--- src/rtl/load_data_aligner_wb_pkg.sv ---
// Shared load/store type encodings and the buffered write-back entry format.
// The store-side formatter imports the same encodings from here.
package load_data_aligner_wb_pkg;

  localparam int unsigned DATA_W = 32;
  localparam int unsigned RD_W   = 5;

  typedef enum logic [2:0] {
    LT_LW  = 3'd0,
    LT_LB  = 3'd1,
    LT_LH  = 3'd2,
    LT_LBU = 3'd3,
    LT_LHU = 3'd4
  } load_type_e;

  typedef struct packed {
    logic [DATA_W-1:0] data;
    logic [RD_W-1:0]   rd;
    logic              misalign;
  } wb_entry_t;

endpackage

--- src/rtl/load_data_aligner_wb_extract.sv ---
// Combinational lane select and sign/zero extension of a raw memory word.
// Reserved load types fall through to the word path, including its alignment rule.
module load_lane_extract
  import load_data_aligner_wb_pkg::*;
(
  input  logic [DATA_W-1:0] rdata_i,
  input  logic [1:0]        addr_lo_i,
  input  logic [2:0]        load_type_i,
  output logic [DATA_W-1:0] data_o,
  output logic              misalign_o
);

  logic [7:0]  byte_sel;
  logic [15:0] half_sel;

  always_comb begin
    case (addr_lo_i)
      2'd0:    byte_sel = rdata_i[7:0];
      2'd1:    byte_sel = rdata_i[15:8];
      2'd2:    byte_sel = rdata_i[23:16];
      default: byte_sel = rdata_i[31:24];
    endcase
    half_sel = addr_lo_i[1] ? rdata_i[31:16] : rdata_i[15:0];

    data_o     = '0;
    misalign_o = 1'b0;
    case (load_type_i)
      LT_LB:  data_o = {{(DATA_W-8){byte_sel[7]}}, byte_sel};
      LT_LBU: data_o = {{(DATA_W-8){1'b0}}, byte_sel};
      LT_LH: begin
        if (addr_lo_i[0]) misalign_o = 1'b1;
        else              data_o = {{(DATA_W-16){half_sel[15]}}, half_sel};
      end
      LT_LHU: begin
        if (addr_lo_i[0]) misalign_o = 1'b1;
        else              data_o = {{(DATA_W-16){1'b0}}, half_sel};
      end
      default: begin
        if (addr_lo_i != 2'b00) misalign_o = 1'b1;
        else                    data_o = rdata_i;
      end
    endcase
  end

endmodule

--- src/rtl/load_data_aligner_wb.sv ---
// MEM->WB load aligner: extracts the load value at accept time and holds it in a
// 2-entry skid FIFO whose head is presented directly on the out_* ports.
module load_data_aligner_wb #(
  parameter int unsigned DATA_W = 32,
  parameter int unsigned DEPTH  = 2
) (
  input  logic              clk,
  input  logic              rst_n,
  input  logic              in_valid,
  output logic              in_ready,
  input  logic [DATA_W-1:0] in_rdata,
  input  logic [1:0]        in_addr_lo,
  input  logic [2:0]        in_load_type,
  input  logic [4:0]        in_rd,
  output logic              out_valid,
  input  logic              out_ready,
  output logic [DATA_W-1:0] out_data,
  output logic [4:0]        out_rd,
  output logic              out_misalign
);
  import load_data_aligner_wb_pkg::*;

  localparam logic [1:0] DEPTH_C = 2'(DEPTH);

  logic [DATA_W-1:0] ext_data;
  logic              ext_misalign;
  wb_entry_t         mem_q [DEPTH];
  logic [1:0]        count_q, count_d;
  logic              wr_ptr_q, wr_ptr_d;
  logic              rd_ptr_q, rd_ptr_d;
  logic              in_ready_q;
  logic              push, pop;

  load_lane_extract u_extract (
    .rdata_i     (in_rdata),
    .addr_lo_i   (in_addr_lo),
    .load_type_i (in_load_type),
    .data_o      (ext_data),
    .misalign_o  (ext_misalign)
  );

  assign push = in_valid & in_ready_q;
  assign pop  = out_valid & out_ready;

  always_comb begin
    count_d = count_q;
    case ({push, pop})
      2'b10:   count_d = count_q + 2'd1;
      2'b01:   count_d = count_q - 2'd1;
      default: count_d = count_q;
    endcase
    wr_ptr_d = push ? ~wr_ptr_q : wr_ptr_q;
    rd_ptr_d = pop  ? ~rd_ptr_q : rd_ptr_q;
  end

  // in_ready is registered from the next count so it never depends on out_ready combinationally.
  always_ff @(posedge clk or negedge rst_n) begin
    if (!rst_n) begin
      count_q    <= '0;
      wr_ptr_q   <= 1'b0;
      rd_ptr_q   <= 1'b0;
      in_ready_q <= 1'b0;
      for (int unsigned i = 0; i < DEPTH; i++) mem_q[i] <= '0;
    end else begin
      count_q    <= count_d;
      wr_ptr_q   <= wr_ptr_d;
      rd_ptr_q   <= rd_ptr_d;
      in_ready_q <= (count_d < DEPTH_C);
      if (push) mem_q[wr_ptr_q] <= '{data: ext_data, rd: in_rd, misalign: ext_misalign};
    end
  end

  assign in_ready     = in_ready_q;
  assign out_valid    = (count_q != 2'd0);
  assign out_data     = out_valid ? mem_q[rd_ptr_q].data     : '0;
  assign out_rd       = out_valid ? mem_q[rd_ptr_q].rd       : '0;
  assign out_misalign = out_valid ? mem_q[rd_ptr_q].misalign : 1'b0;

endmodule

--- config.mk ---
export PLATFORM = sky130hd
export DESIGN_NAME = load_data_aligner_wb
export DESIGN_NICKNAME = d
export VERILOG_FILES = /design/src/rtl/load_data_aligner_wb_pkg.sv /design/src/rtl/load_data_aligner_wb_extract.sv /design/src/rtl/load_data_aligner_wb.sv
export SDC_FILE = /design/constraint.sdc
export NUM_CORES = 1
export LEC_CHECK = 0
export CORE_MARGIN = 1.5
export CORE_UTILIZATION = 45
export CTS_BUF_LIST = sky130_fd_sc_hd__clkbuf_8 sky130_fd_sc_hd__clkbuf_16
export DETAILED_ROUTE_END_ITERATION = 8
export PLACE_DENSITY = 0.85
export SYNTH_ARGS = -nofsm -noshare
export SYNTH_HDL_FRONTEND = slang
export SYNTH_SLANG_ARGS = --single-unit
--- constraint.sdc ---
create_clock -name clk -period 1.8 [get_ports clk]
set_clock_uncertainty 0.2 [all_clocks]
set_input_delay 0.36 -clock clk [delete_from_list [all_inputs] [get_ports clk]]
set_output_delay 0.36 -clock clk [all_outputs]
set_load 0.01 [all_outputs]
==> impl_metrics.sql <==
INSERT INTO impl_metrics (metric_group, metric, value, unit) VALUES
('worst_setup_path', 'worst_r2r_startpoint', 'count_q[1]', ''),
('detailed_routing', 'detail_route.wirelength', '12.10', 'mm'),
('finish', 'num-fill-cells', '705', ''),
('finish', 'fraction_of_layout_cells_with_a_size_suffix_above_1', '29.03', '%'),
('sta', 'min_period', '2020', 'ps'),
('sta', 'timing.final.setup_violations', '39', ''),
('clock_network', 'clock_tree_from_tritoncts', 'built', ''),
('finish', 'seqCellArea', '0.002028', 'mm²'),
('detailed_routing', 'drt-vias-per-instance', '5.677', ''),
('sta', 'slew_viol_final', '0', ''),
('detailed_routing', 'drt_pass1_iterations', '5', ''),
('power_and_ir_drop', 'cellLeakagePower', '2.621', 'nW'),
('run', 'maxCapViolCount', '0', ''),
('global_routing', 'global_route.usage.met3', '4.216', '%'),
('die', 'floorplan.io_pins', '86', ''),
('global_routing', 'grt_util_all_layers', '25.52', '%'),
('yosys', 'synth_area', '0.004187', 'mm²'),
('yosys', 'syn_inst', '433', ''),
('yosys', 'synthesis.yosys.warnings', '0', ''),
('global_routing', 'antenna_violations_before_repair', '0', ''),
('worst_setup_path', 'worst-endpoint-required', '1240', 'ps'),
('sta', 'grt_setup_unrepaired', 'yes', ''),
('sta', 'report.final.hold_viol_count', '0', ''),
('die', 'starting_utilization_of_the_core_area', '45.96', '%'),
('sta', 'slew_headroom', '65.77', '%'),
('global_routing', 'busiest_layer', 'met2', ''),
('placement', 'gp_congestion', '0.9115', ''),
('clock_network', 'cts.htree.levels', '3', ''),
('die', 'placeableCoreArea', '0.009109', 'mm²'),
('yosys', 'mappedNetlistNets', '480', ''),
('clock_network', 'cts.root.buffer_cell', 'clkbuf_8', ''),
('detailed_routing', 'wl_per_cell', '18.08', 'µm'),
('hold_path', 'worstHoldStart', 'mem_q[4]', ''),
('global_routing', 'first_global_vias', '3877', ''),
('clock_network', 'worstSkewPairLatency', '350', 'ps'),
('clock_network', 'number_of_buffers_created_by_cts', '9', ''),
('finish', 'post_layout_util', '63.68', '%'),
('global_routing', 'met1_usage', '33.46', '%'),
('yosys', 'synth_edf_count', '0', ''),
('worst_setup_path', 'crit_arrival', '1460', 'ps'),
('status', 'violations', 'negative setup slack', ''),
('global_routing', 'grt_start_max_net_pins', '37', ''),
('clock_network', 'clkSinkCount', '81', ''),
('global_routing', 'grt_first_pass_wirelength', '19.31', 'mm'),
('worst_setup_path', 'start_kind', 'flip-flop', ''),
('status', 'outcome', 'finished, violations left', ''),
('yosys', 'synthArstFlopShare', '100.0', '%'),
('sta', 'timing.final.crit_share', '112.2', '%'),
('sta', 'final.setup.worst_slack', '-220.1', 'ps'),
('clock_network', 'cts-root-to-sink-buffers', '2', ''),
('yosys', 'yosys_most_used_dff', 'dfrtp_1', ''),
('finish', 'n_antenna_cell', '0', ''),
('detailed_routing', 'detailroute.via_count', '3798', ''),
('die', 'die_boundary_width', '99.46', 'µm'),
('power_and_ir_drop', 'pwr_density_cell', '1713', 'mW/mm²'),
('finish', 'area_delta_synth_final', '38.55', '%'),
('yosys', 'synth_cell_type_count', '42', ''),
('placement', 'dpl.hpwl', '8.617', 'mm'),
('worst_setup_path', 'worst_r2r_endpoint', 'in_ready', ''),
('worst_setup_path', 'timing.critical_path.to_type', 'output pin', ''),
('worst_setup_path', 'crit_type', 'flip-flop to output pin', ''),
('yosys', 'yosysSeqAreaShare', '48.42', '%'),
('sta', 'timing.fmax', '0.4950', 'GHz'),
('power_and_ir_drop', 'vdd_ir_drop_max', '0.9203', 'mV'),
('worst_setup_path', 'cp_max_fo', '11', ''),
('die', 'floorplan.die_area', '0.009891', 'mm²'),
('global_routing', 'leftover_overflow_at_the_end_of_global_routing', '0', ''),
('clock_network', 'cts.clk_slew.worst_paths', '90', 'ps'),
('die', 'die_h', '99.46', 'µm'),
('hold_path', 'timing.hold.worst_endpoint', 'mem_q[4]', ''),
('sta', 'worst_pin_slew', '513.5', 'ps');
-- layer usage --
| metal | up-vias | share of wire, % |
|---|---|---|
| met5 | - | 0 |
| met4 | 0 | 3.7 |
| met3 | 41 | 7.1 |
| met2 | 185 | 49 |
| met1 | 1824 | 41 |
| li1 | 1748 | - |
-- flip-flops by register name (all words and copies together) (netlist names) --
| register | count |
|---|---|
| count_q | 2 |
| in_ready | 1 |
| mem_q | 76 |
| rd_ptr_q | 1 |
| wr_ptr_q | 1 |
-- Yosys cell counts (all sizes together) (5+ instances only) --
| cell type | n | share of area (%) |
|---|---|---|
| nand4 | 5 | 0.75 |
| dfrtp | 81 | 48 |
| mux2i | 47 | 11 |
| nand2 | 45 | 4.0 |
| mux2 | 7 | 1.9 |
| buf | 17 | 2.5 |
| o21ai | 10 | 1.2 |
| clkbuf | 15 | 1.3 |
| a221oi | 7 | 2.5 |
| a21oi | 45 | 5.5 |
| o22a | 15 | 3.1 |
| a31oi | 5 | 0.75 |
| nor2 | 97 | 8.7 |
-- placed cells by master (no fill, tap or decap), drive strengths merged, types with 7 or more instances in the layout --
cell,Yosys,routed
a21oi,45,45
a221oi,7,7
buf,17,94
clkbuf,15,12
clkdlybuf4s50,0,34
dfrtp,81,81
dlygate4sd2,0,9
mux2,7,7
mux2i,47,47
nand2,45,45
nor2,97,97
o21ai,10,10
o22a,15,15
-- final cells by class --
type                       instances  area share (%)
multi-input combinational        317           37.30
sequential                        81           34.97
timing repair buffer             141           21.07
clock buffer                      11           2.610
tap                              111           2.394
clock inverter                     5           1.467
inverter                           3          0.1941
-- per-stage QoR --
stage | hold slack [ps] | worst slack, ps | area [µm²] | TNS, ps | cells
final | 282.7 | -220.1 | 5801 | -6780 | 669
after global routing | 321.8 | -280.9 | 5801 | -9530 | 669
after floorplan | -135.6 | -0.4530 | 4252 | -2.718 | 433
after detailed placement | 160.3 | -721.7 | 5525 | -47450 | 643
after CTS | 284.9 | -200.0 | 5720 | -6550 | 665
after global placement | 151.8 | -646.0 | 5525 | -44000 | 643
-- worst max-delay path by stage --
stage	end	cells after the start
finish	out_data[19]	4
global route	out_data[19]	4
CTS	out_data[8]	4
detailed placement	mem_q[56]	6
global placement	mem_q[17]	6
floorplan	mem_q[68]	6
-- logic make-up after synthesis --
kind of cell	Yosys count	synth area share, %
buf+inv	35	4.094
xor+xnor	6	1.255
flops	81	48.42
simple gates	166	17.51
mux	55	13.66
fa+ha+maj	1	0.2988
compound gates	89	14.76
-- worst max-delay path, cell delays in order, from the launching register on --
cell and delay [ps]:
dfrtp_2 440, buf_12 190, mux2i_2 260, nor2_1 60, buf_2 140
-- timing repair --
item	4_1_cts	5_1_grt
setup endpoints to repair	108	101
cloned	2	0
endpoints found under the hold margin	33	0
resized for setup	192	15
pin swaps	9	6
buffers inserted	6	4
hold buffers	1	0
-- power by group --
group / switching [mW] / internal, mW
combinational: 2.63 / 2.46
clock: 0.668 / 0.864
sequential: 0.570 / 2.75
No activity file was read; power rests on OpenSTA's default activity.
